**src/rtl/adder_ctrl_pkg.sv**
```systemverilog
// Shared types for the round-robin adder arbiter.
package adder_ctrl_pkg;

  typedef enum logic [1:0] {
    IDLE,
    LOAD,
    ADD,
    DONE
  } arb_state_t;

  typedef logic req_idx_t;

  localparam int unsigned NUM_REQ = 2;

  function automatic logic [NUM_REQ-1:0] idx_onehot(req_idx_t idx);
    idx_onehot      = '0;
    idx_onehot[idx] = 1'b1;
  endfunction

endpackage

```
**src/rtl/adder_arbiter_if.sv**
```systemverilog
// Request/operand/result bundle between two clients and the adder arbiter.
interface adder_arbiter_if
  import adder_ctrl_pkg::*;
#(
  parameter int unsigned BIT_WIDTH = 16
);

  logic [NUM_REQ-1:0]   req;
  logic [BIT_WIDTH-1:0] a0;
  logic [BIT_WIDTH-1:0] b0;
  logic                 cin0;
  logic [BIT_WIDTH-1:0] a1;
  logic [BIT_WIDTH-1:0] b1;
  logic                 cin1;
  logic [NUM_REQ-1:0]   gnt;
  logic [NUM_REQ-1:0]   done;
  logic [BIT_WIDTH-1:0] sum;
  logic                 overflow;
  logic                 busy;

  modport master (
    output req, a0, b0, cin0, a1, b1, cin1,
    input  gnt, done, sum, overflow, busy
  );

  modport slave (
    input  req, a0, b0, cin0, a1, b1, cin1,
    output gnt, done, sum, overflow, busy
  );

endinterface

```
**src/rtl/adder_nbit.sv**
```systemverilog
// Unsigned ripple-style adder with carry-in and carry-out.
module adder_nbit #(
  parameter int unsigned BIT_WIDTH = 16
) (
  input  logic [BIT_WIDTH-1:0] a,
  input  logic [BIT_WIDTH-1:0] b,
  input  logic                 cin,
  output logic [BIT_WIDTH-1:0] sum,
  output logic                 carry_out
);

  assign {carry_out, sum} = {1'b0, a} + {1'b0, b} + {{BIT_WIDTH{1'b0}}, cin};

endmodule

```
**src/rtl/adder_arbiter.sv**
```systemverilog
// Round-robin sharing of one adder_nbit between two requesters; operands and
// results are registered, one add issued every four cycles at most.
module adder_arbiter
  import adder_ctrl_pkg::*;
#(
  parameter int unsigned BIT_WIDTH = 16
) (
  input logic            clk,
  input logic            rst,
  adder_arbiter_if.slave bus
);

  arb_state_t           state_q, state_d;
  req_idx_t             winner_q, winner_d;
  req_idx_t             last_q;
  logic [BIT_WIDTH-1:0] op_a_q, op_b_q;
  logic                 op_cin_q;
  logic [BIT_WIDTH-1:0] sum_q;
  logic                 ovf_q;

  logic [BIT_WIDTH-1:0] sel_a, sel_b, add_sum;
  logic                 sel_cin, add_co;

  assign sel_a   = winner_q ? bus.a1   : bus.a0;
  assign sel_b   = winner_q ? bus.b1   : bus.b0;
  assign sel_cin = winner_q ? bus.cin1 : bus.cin0;

  always_comb begin
    state_d  = state_q;
    winner_d = winner_q;
    unique case (state_q)
      IDLE: begin
        if (bus.req != '0) begin
          state_d = LOAD;
          // Tie goes to whoever did not win last time.
          winner_d = (&bus.req) ? ~last_q : bus.req[1];
        end
      end
      LOAD:    state_d = ADD;
      ADD:     state_d = DONE;
      DONE:    state_d = IDLE;
      default: state_d = IDLE;
    endcase
  end

  always_ff @(posedge clk or posedge rst) begin
    if (rst) begin
      state_q  <= IDLE;
      winner_q <= 1'b0;
      last_q   <= 1'b1;
      op_a_q   <= '0;
      op_b_q   <= '0;
      op_cin_q <= 1'b0;
      sum_q    <= '0;
      ovf_q    <= 1'b0;
    end else begin
      state_q  <= state_d;
      winner_q <= winner_d;
      if (state_q == LOAD) begin
        op_a_q   <= sel_a;
        op_b_q   <= sel_b;
        op_cin_q <= sel_cin;
      end
      if (state_q == ADD) begin
        sum_q  <= add_sum;
        ovf_q  <= add_co;
        last_q <= winner_q;
      end
    end
  end

  adder_nbit #(
    .BIT_WIDTH(BIT_WIDTH)
  ) u_adder (
    .a        (op_a_q),
    .b        (op_b_q),
    .cin      (op_cin_q),
    .sum      (add_sum),
    .carry_out(add_co)
  );

  assign bus.gnt      = (state_q == IDLE) ? '0 : idx_onehot(winner_q);
  assign bus.done     = (state_q == DONE) ? idx_onehot(winner_q) : '0;
  assign bus.sum      = sum_q;
  assign bus.overflow = ovf_q;
  assign bus.busy     = (state_q != IDLE);

  always_ff @(posedge clk) begin
    if (!rst && state_q == LOAD) begin
      assert (!$isunknown({sel_a, sel_b, sel_cin}))
      else $error("adder_arbiter: unknown operand from requester %0d", winner_q);
    end
  end

endmodule

```
**src/flat_wrapper.sv**
```systemverilog
// flat-port wrapper written by rule: the top's interface ports become plain ports
module adder_arbiter_flat import adder_ctrl_pkg::*;
#(
  parameter int unsigned BIT_WIDTH = 16
)
  (clk, rst, bus_req, bus_a0, bus_b0, bus_cin0, bus_a1, bus_b1, bus_cin1, bus_gnt, bus_done, bus_sum, bus_overflow, bus_busy);
  adder_arbiter_if #(.BIT_WIDTH(BIT_WIDTH)) bus_i ();
  input logic clk;
  input logic rst;
  input wire logic [$bits(bus_i.req)-1:0] bus_req;
  input wire logic [$bits(bus_i.a0)-1:0] bus_a0;
  input wire logic [$bits(bus_i.b0)-1:0] bus_b0;
  input wire logic [$bits(bus_i.cin0)-1:0] bus_cin0;
  input wire logic [$bits(bus_i.a1)-1:0] bus_a1;
  input wire logic [$bits(bus_i.b1)-1:0] bus_b1;
  input wire logic [$bits(bus_i.cin1)-1:0] bus_cin1;
  output wire logic [$bits(bus_i.gnt)-1:0] bus_gnt;
  output wire logic [$bits(bus_i.done)-1:0] bus_done;
  output wire logic [$bits(bus_i.sum)-1:0] bus_sum;
  output wire logic [$bits(bus_i.overflow)-1:0] bus_overflow;
  output wire logic [$bits(bus_i.busy)-1:0] bus_busy;
  assign bus_i.req = bus_req;
  assign bus_i.a0 = bus_a0;
  assign bus_i.b0 = bus_b0;
  assign bus_i.cin0 = bus_cin0;
  assign bus_i.a1 = bus_a1;
  assign bus_i.b1 = bus_b1;
  assign bus_i.cin1 = bus_cin1;
  assign bus_gnt = bus_i.gnt;
  assign bus_done = bus_i.done;
  assign bus_sum = bus_i.sum;
  assign bus_overflow = bus_i.overflow;
  assign bus_busy = bus_i.busy;
  adder_arbiter #(.BIT_WIDTH(BIT_WIDTH)) u_core (.clk(clk), .rst(rst), .bus(bus_i));
endmodule
```
**config.mk**
```make
export PLATFORM = sky130hd
export DESIGN_NAME = adder_arbiter_flat
export DESIGN_NICKNAME = d
export VERILOG_FILES = /design/src/rtl/adder_ctrl_pkg.sv /design/src/rtl/adder_arbiter_if.sv /design/src/rtl/adder_nbit.sv /design/src/rtl/adder_arbiter.sv /design/src/flat_wrapper.sv
export SDC_FILE = /design/constraint.sdc
export NUM_CORES = 1
export LEC_CHECK = 0
export CAP_MARGIN = 25
export CORE_AREA = 2 2 87 89
export DETAILED_ROUTE_END_ITERATION = 7
export DIE_AREA = 0 0 89 91
export PLACE_DENSITY = 0.72
export SLEW_MARGIN = 15
export SYNTH_ARGS = -nofsm -noshare
export SYNTH_HDL_FRONTEND = slang
export SYNTH_HIERARCHICAL = 1
export SYNTH_SLANG_ARGS = --single-unit
export TNS_END_PERCENT = 10
```
**constraint.sdc**
```tcl
create_clock -name clk -period 6.87 [get_ports clk]
set_input_delay 1.7175 -clock clk [delete_from_list [all_inputs] [get_ports clk]]
set_output_delay 1.7175 -clock clk [all_outputs]
set_load 0.05 [all_outputs]
```
---- Word-level counts from Yosys, hierarchy flattened ----
Index checks and enable logic that the tools add are counted.
W data, S select, Z words.
storage, ports and cells
  register bits ........................... 54
  latch bits .............................. 0
  RAM bits ................................ 0
  ROM bits ................................ 0
  bits of input ports ..................... 70
  output and inout bits ................... 22
  word-level logic and storage cells ...... 33
  memories ................................ 0
operators by class
  $add $sub $neg .......................... 2
  multipliers ............................. 0
  div/mod/pow operators ................... 0
  order comparisons ....................... 2
  equality and inequality tests ........... 4
  shifts and indexed selects .............. 0
  muxes and demuxes ....................... 10
  bitwise logic cells ..................... 1
  reductions and logical operators ........ 6
operator list
  operator              count
  $mux W16              2
  $add A16 B16 Y17      1
  $add A17 B1 Y17       1
  $pmux W2 S4           1
  $mux W2               3
  $eq A2 B2 Y1 const B  2
  $reduce_and A2 Y1     2
  $reduce_bool A2 Y1    2
  $mux W1               3
  $eq A2 B1 Y1 const B  1
  $logic_not A2 Y1      1
  $lt A1 B2 Y1 const B  1
  $ne A2 B1 Y1 const B  1
  $demux W1 S1          1
  $ge A1 B1 Y1 const B  1
  $logic_and A1 B1 Y1   1
  $not A1 Y1            1

---- Logic depth before layout (Yosys ltp) ----
  depth after elaboration ................. 5
  mapped depth ............................ 9
  depth with buffers taken out ............ 9

---- By module ----
Netlist, hierarchy kept.
modules (own cells, without submodules)
  module         times used  cells an instance  area each (µm²)  seq. area each (µm²)
  adder_arbiter  1           204                2407.3           1352.5
  adder_nbit     1           89                 733.2            0.0

---- Worst setup path after synthesis ----
Ideal clock, no wire load.
  path kind ............................... register to output
  start point ............................. register u_core.state_q[0]
  end point ............................... output port bus_gnt[1]
  arrival ................................. 1.375 ns
  slack ................................... 3.777 ns
  cell stages (with the launch flop) ...... 4
  cells stage by stage .................... dfrtp_1 -> inv_1 -> ha_1 -> nor2b_1
between the ends
  word-level cells in the longest chain between the ends .. 2
ends and longest elaborated chain
  element                 line                 text
  from (decl)             adder_arbiter.sv:13  arb_state_t state_q, state_d;
  from (signal assigned)  adder_arbiter.sv:57  state_q <= state_d;
  $logic_not A2 Y1        adder_arbiter.sv:82  assign bus.gnt = (state_q == IDLE) ? '0 : idx_onehot(winner_q);
  $mux W2                 adder_arbiter.sv:82
  to (decl)               flat_wrapper.sv:17   output wire logic [$bits(bus_i.gnt)-1:0] bus_gnt;
Every way passes these cells.

---- Final worst setup path ----
  start point ............................. register u_core.winner_q
  end point ............................... output port bus_gnt[1]
between the ends
  word-level cells in the longest chain between the ends .. 5
  elaborated cells on any way between the ends .. 6
ends and longest elaborated chain
  element                                                                    line                  text
  from (decl)                                                                adder_arbiter.sv:14   req_idx_t winner_q, winner_d;
  from (signal assigned)                                                     adder_arbiter.sv:58   winner_q <= winner_d;
  $lt A1 B2 Y1 (implied by the code) / $ge A1 B1 Y1 (equally long branches)  adder_ctrl_pkg.sv:17  idx_onehot[idx] = 1'b1;
  $logic_and A1 B1 Y1 (implied by the code)                                  adder_ctrl_pkg.sv:17
  $mux W1 (implied by the code)                                              adder_ctrl_pkg.sv:17
  $demux W1 S1 (*)                                                           n/a
  $mux W2 (*)                                                                adder_arbiter.sv:82
Mark *: on every way between the ends. The rest lies on a longest branch, timed or not.

==> qor.csv <==
stage,metric,value,unit
synthesis,Synth area leaders,"dfrtp_1 (42%), mux2i_1 (11%), ha_1 (8.0%)",
synthesis,Unique masters post-synth,43,
synthesis,post-synthesis xor/xnor area fraction,3.90,%
die,starting density of the core,44.0,%
clock_network,CTS buffer count,5,
worst_setup_path,kind of critical path,reg -> out,
timing,RSZ-0062 raised after global routing,false,
min_path,Worst Hold Class,reg -> reg,
die,Die Y,91,um
timing,Final Cycle Share,57.0,%
placed_design,Post-Place Cells,472,
cells_and_area,Filler cells,612,
worst_setup_path,crit start category,flip-flop,
worst_setup_path,internal reg-to-reg setup slack,3970,ps
cells_and_area,Antenna diodes,0,
cells_and_area,Final Non-Filler Cells,481,
status,outcome,"finished, final reports clean",
synthesis,share of flip-flops with an asynchronous set or reset,100,%
die,I/O Pins,92,
clock_network,clock sink count,54,
synthesis,Post-synth top flop,dfrtp_1,
grt,first-pass GRT wire length,10.6,mm
timing,setup violators final,0,
pwr,power per cell area,569,nW/um^2
pwr,clock share of power,7.9,%
die,FP Rows,31,
pwr,maximum vdd drop,0.000349,V
route,WL final,6.59,mm
grt,initial antenna violation count,0,
pwr,Net Sw Frac,46.5,%
route,DR vias/cell,5.02,
synthesis,Synth warnings,6,
synthesis,most numerous cell in the Yosys netlist,dfrtp_1,
timing,Worst Skew,9.76,ps
pwr,switching power,1.13,mW
route,iteration-0 DRC count of the detailed router,61,
placed_design,DP Wirelength,4.92,mm
synthesis,post-synthesis simple-gate area fraction,8.01,%
pwr,Internal,1.30,mW
clock_network,clock root buffer,clkbuf_8,
grt,total global routing overflow,0,
synthesis,Post-Synthesis Cells,293,
timing,actual slew at the worst max-slew pin,935,ps
synthesis,commonest cells in the netlist,"dfrtp_1 (53), a21oi_1 (42), nor2_1 (38)",
grt,largest net degree at the start of global routing,50,
die,Die Width,89,um
die,Core ar.,7140,um^2
timing,Slew headroom,37.7,%
synthesis,register bit count reported by yosys,54,
synthesis,"Cell Area, Synth",3140,um^2
cells_and_area,"Area growth, synth to finish",35.7,%
placed_design,placed instance area,4140,um^2
die,Die ar.,8100,um^2
cells_and_area,layout cells sized above 1,9.42,%
worst_setup_path,worst reg2reg path depth,9,
route,routed len/inst,13.7,um
worst_setup_path,crit-path max FO,27,
grt,Total Routing Usage GR,16.6,%
clock_network,worst skew pair latency,310,ps
clock_network,postcts setup bufs,0,
worst_setup_path,critical path required time,5150,ps
route,Post-DRT Antenna Nets,0,
synthesis,mean post-synth cell area,10.7,um^2
route,vias,2417,
clock_network,H-tree lvl count,2,
cells_and_area,post-route cell area,4260,um^2
min_path,hold wc startpoint,u_core/bus.sum[3],
placed_design,GPL Wtd Cong,0.832,
worst_setup_path,CP Launch Point,u_core/winner_q,
timing,f_max,255,MHz
timing,Slew Limit Fails,0,
timing,Tmin final,3920,ps
synthesis,syn nets,385,
clock_network,CTS hold repair buffers,0,
min_path,WHS Endpoint,u_core/bus.sum[3],
synthesis,largest family of logic cells by synthesized area,multiplexers,
cells_and_area,Final #Nets,473,
pwr,leakage power,1.81,nW
timing,setup tns final,0,ps
pwr,combinational share of power,67.1,%
route,DRC viols,0,
grt,vias in the first global route,2360,
worst_setup_path,Worst setup EP type,output pin,
synthesis,Post-synth EDFFs,0,
synthesis,share of the synthesized area in the top cell type,42.2,%
placed_design,port buffer count,91,
worst_setup_path,R2R Path End,u_core/bus.overflow,
clock_network,CTS tree,done,
synthesis,register area share after synthesis,43.1,%
worst_setup_path,crit path DAT,2200,ps
synthesis,mux cell area share after synthesis,17.6,%
synthesis,Synth Area in Adders,9.24,%
run,MaxCap Viol Count,0,
synthesis,Compound-Gate Fraction of Synth Area,14.7,%
pwr,Reg power frac,25.0,%
route,Detailed Routing Iterations Pass 1,5,
min_path,hold path depth,1,
timing,final-report hold violation count,0,
clock_network,clock-pin slew on the worst setup and hold paths,100,ps
clock_network,CTS max path bufs,2,
clock_network,post-CTS resize count,0,
synthesis,"area leader, netlist",dfrtp_1,
worst_setup_path,reg2reg start,u_core/op_a_q[0],
==> layout by cell type (no fill, tap or decap), types with 7 or more instances in the layout <==
master           count
a21oi_1             42
mux2i_1             34
nor2_1              38
dfrtp_1             52
mux2_2               9
mux2_1              10
inv_1                7
ha_1                19
xnor2_1              9
clkdlybuf4s50_1     91
==> routing by layer <==
metal,vias to the layer above,share of wire (%),global-route usage [%]
met2,77,47,26.9
met3,13,4.9,3.45
met4,0,2.2,6.09
met5,-,0,0
li1,1209,-,-
met1,1118,45,21.8
==> critical path: stages (launching register included) <==
cell and delay (ps):
dfrtp_2 650, buf_12 260, nor2b_1 160, clkdlybuf4s50_1 810
==> registers in the layout, indices dropped and copies added, names as in the netlist <==
signal and cells:
u_core/op_b_q 16, u_core/op_cin_q 1, u_core/winner_q 1, u_core/op_a_q 16, u_core/bus.overflow 1, u_core/last_q 1
u_core/bus.sum 16, u_core/state_q 2
==> layout make-up <==
type                    count  area, um^2  area share, %
repair buffers             94         971           22.8
flip-flops and latches     54        1350           31.8
inverters                   8        30.0          0.705
clock buffers               6        82.6           1.94
well taps                  99         124           2.91
clock inverters             2        17.5          0.411
multi-input cells         218        1680           39.5
==> worst max path at each step <==
stage,to,slack (ps),cells past startpoint
after floorplan,bus_gnt[1],3780,3
after global placement,bus_done[1],3070,2
after detailed placement,bus_gnt[1],3030,2
after CTS,bus_gnt[1],2670,2
after global routing,bus_gnt[1],2850,3
final,bus_gnt[1],2950,3
==> stage by stage <==
step           power, mW  util, %  hold slack, ps  setup slack, ps
4_1_cts             2.43     59.4             498             2670
3_5_place_dp        2.23     58.0             474             3030
5_1_grt             2.62     59.7             518             2850
6_report            2.42     59.7             493             2950
2_1_floorplan       1.85        -             493             3780
3_3_place_gp        2.18     57.5             468             3070
==> power groups by stage <==
stage	registers, mW	logic [mW]	clock network [mW]
floorplan	0.754	1.09	0
global placement	0.643	1.54	0
detailed placement	0.647	1.59	0
CTS	0.642	1.59	0.199
global route	0.630	1.78	0.214
finish	0.606	1.63	0.191
==> cell families (layout without fill, tap and decap cells) <==
family / after synthesis / count (layout)
multiplexers: 53 / 53
AND/OR/NAND/NOR: 57 / 57
AO/OA/AOI/OAI: 72 / 72
XOR/XNOR: 14 / 14
flip-flops: 54 / 54
adder cells (fa/ha/maj): 22 / 22
buffers and inverters: 21 / 110
Note: power is estimated with default switching activity, not from simulation.
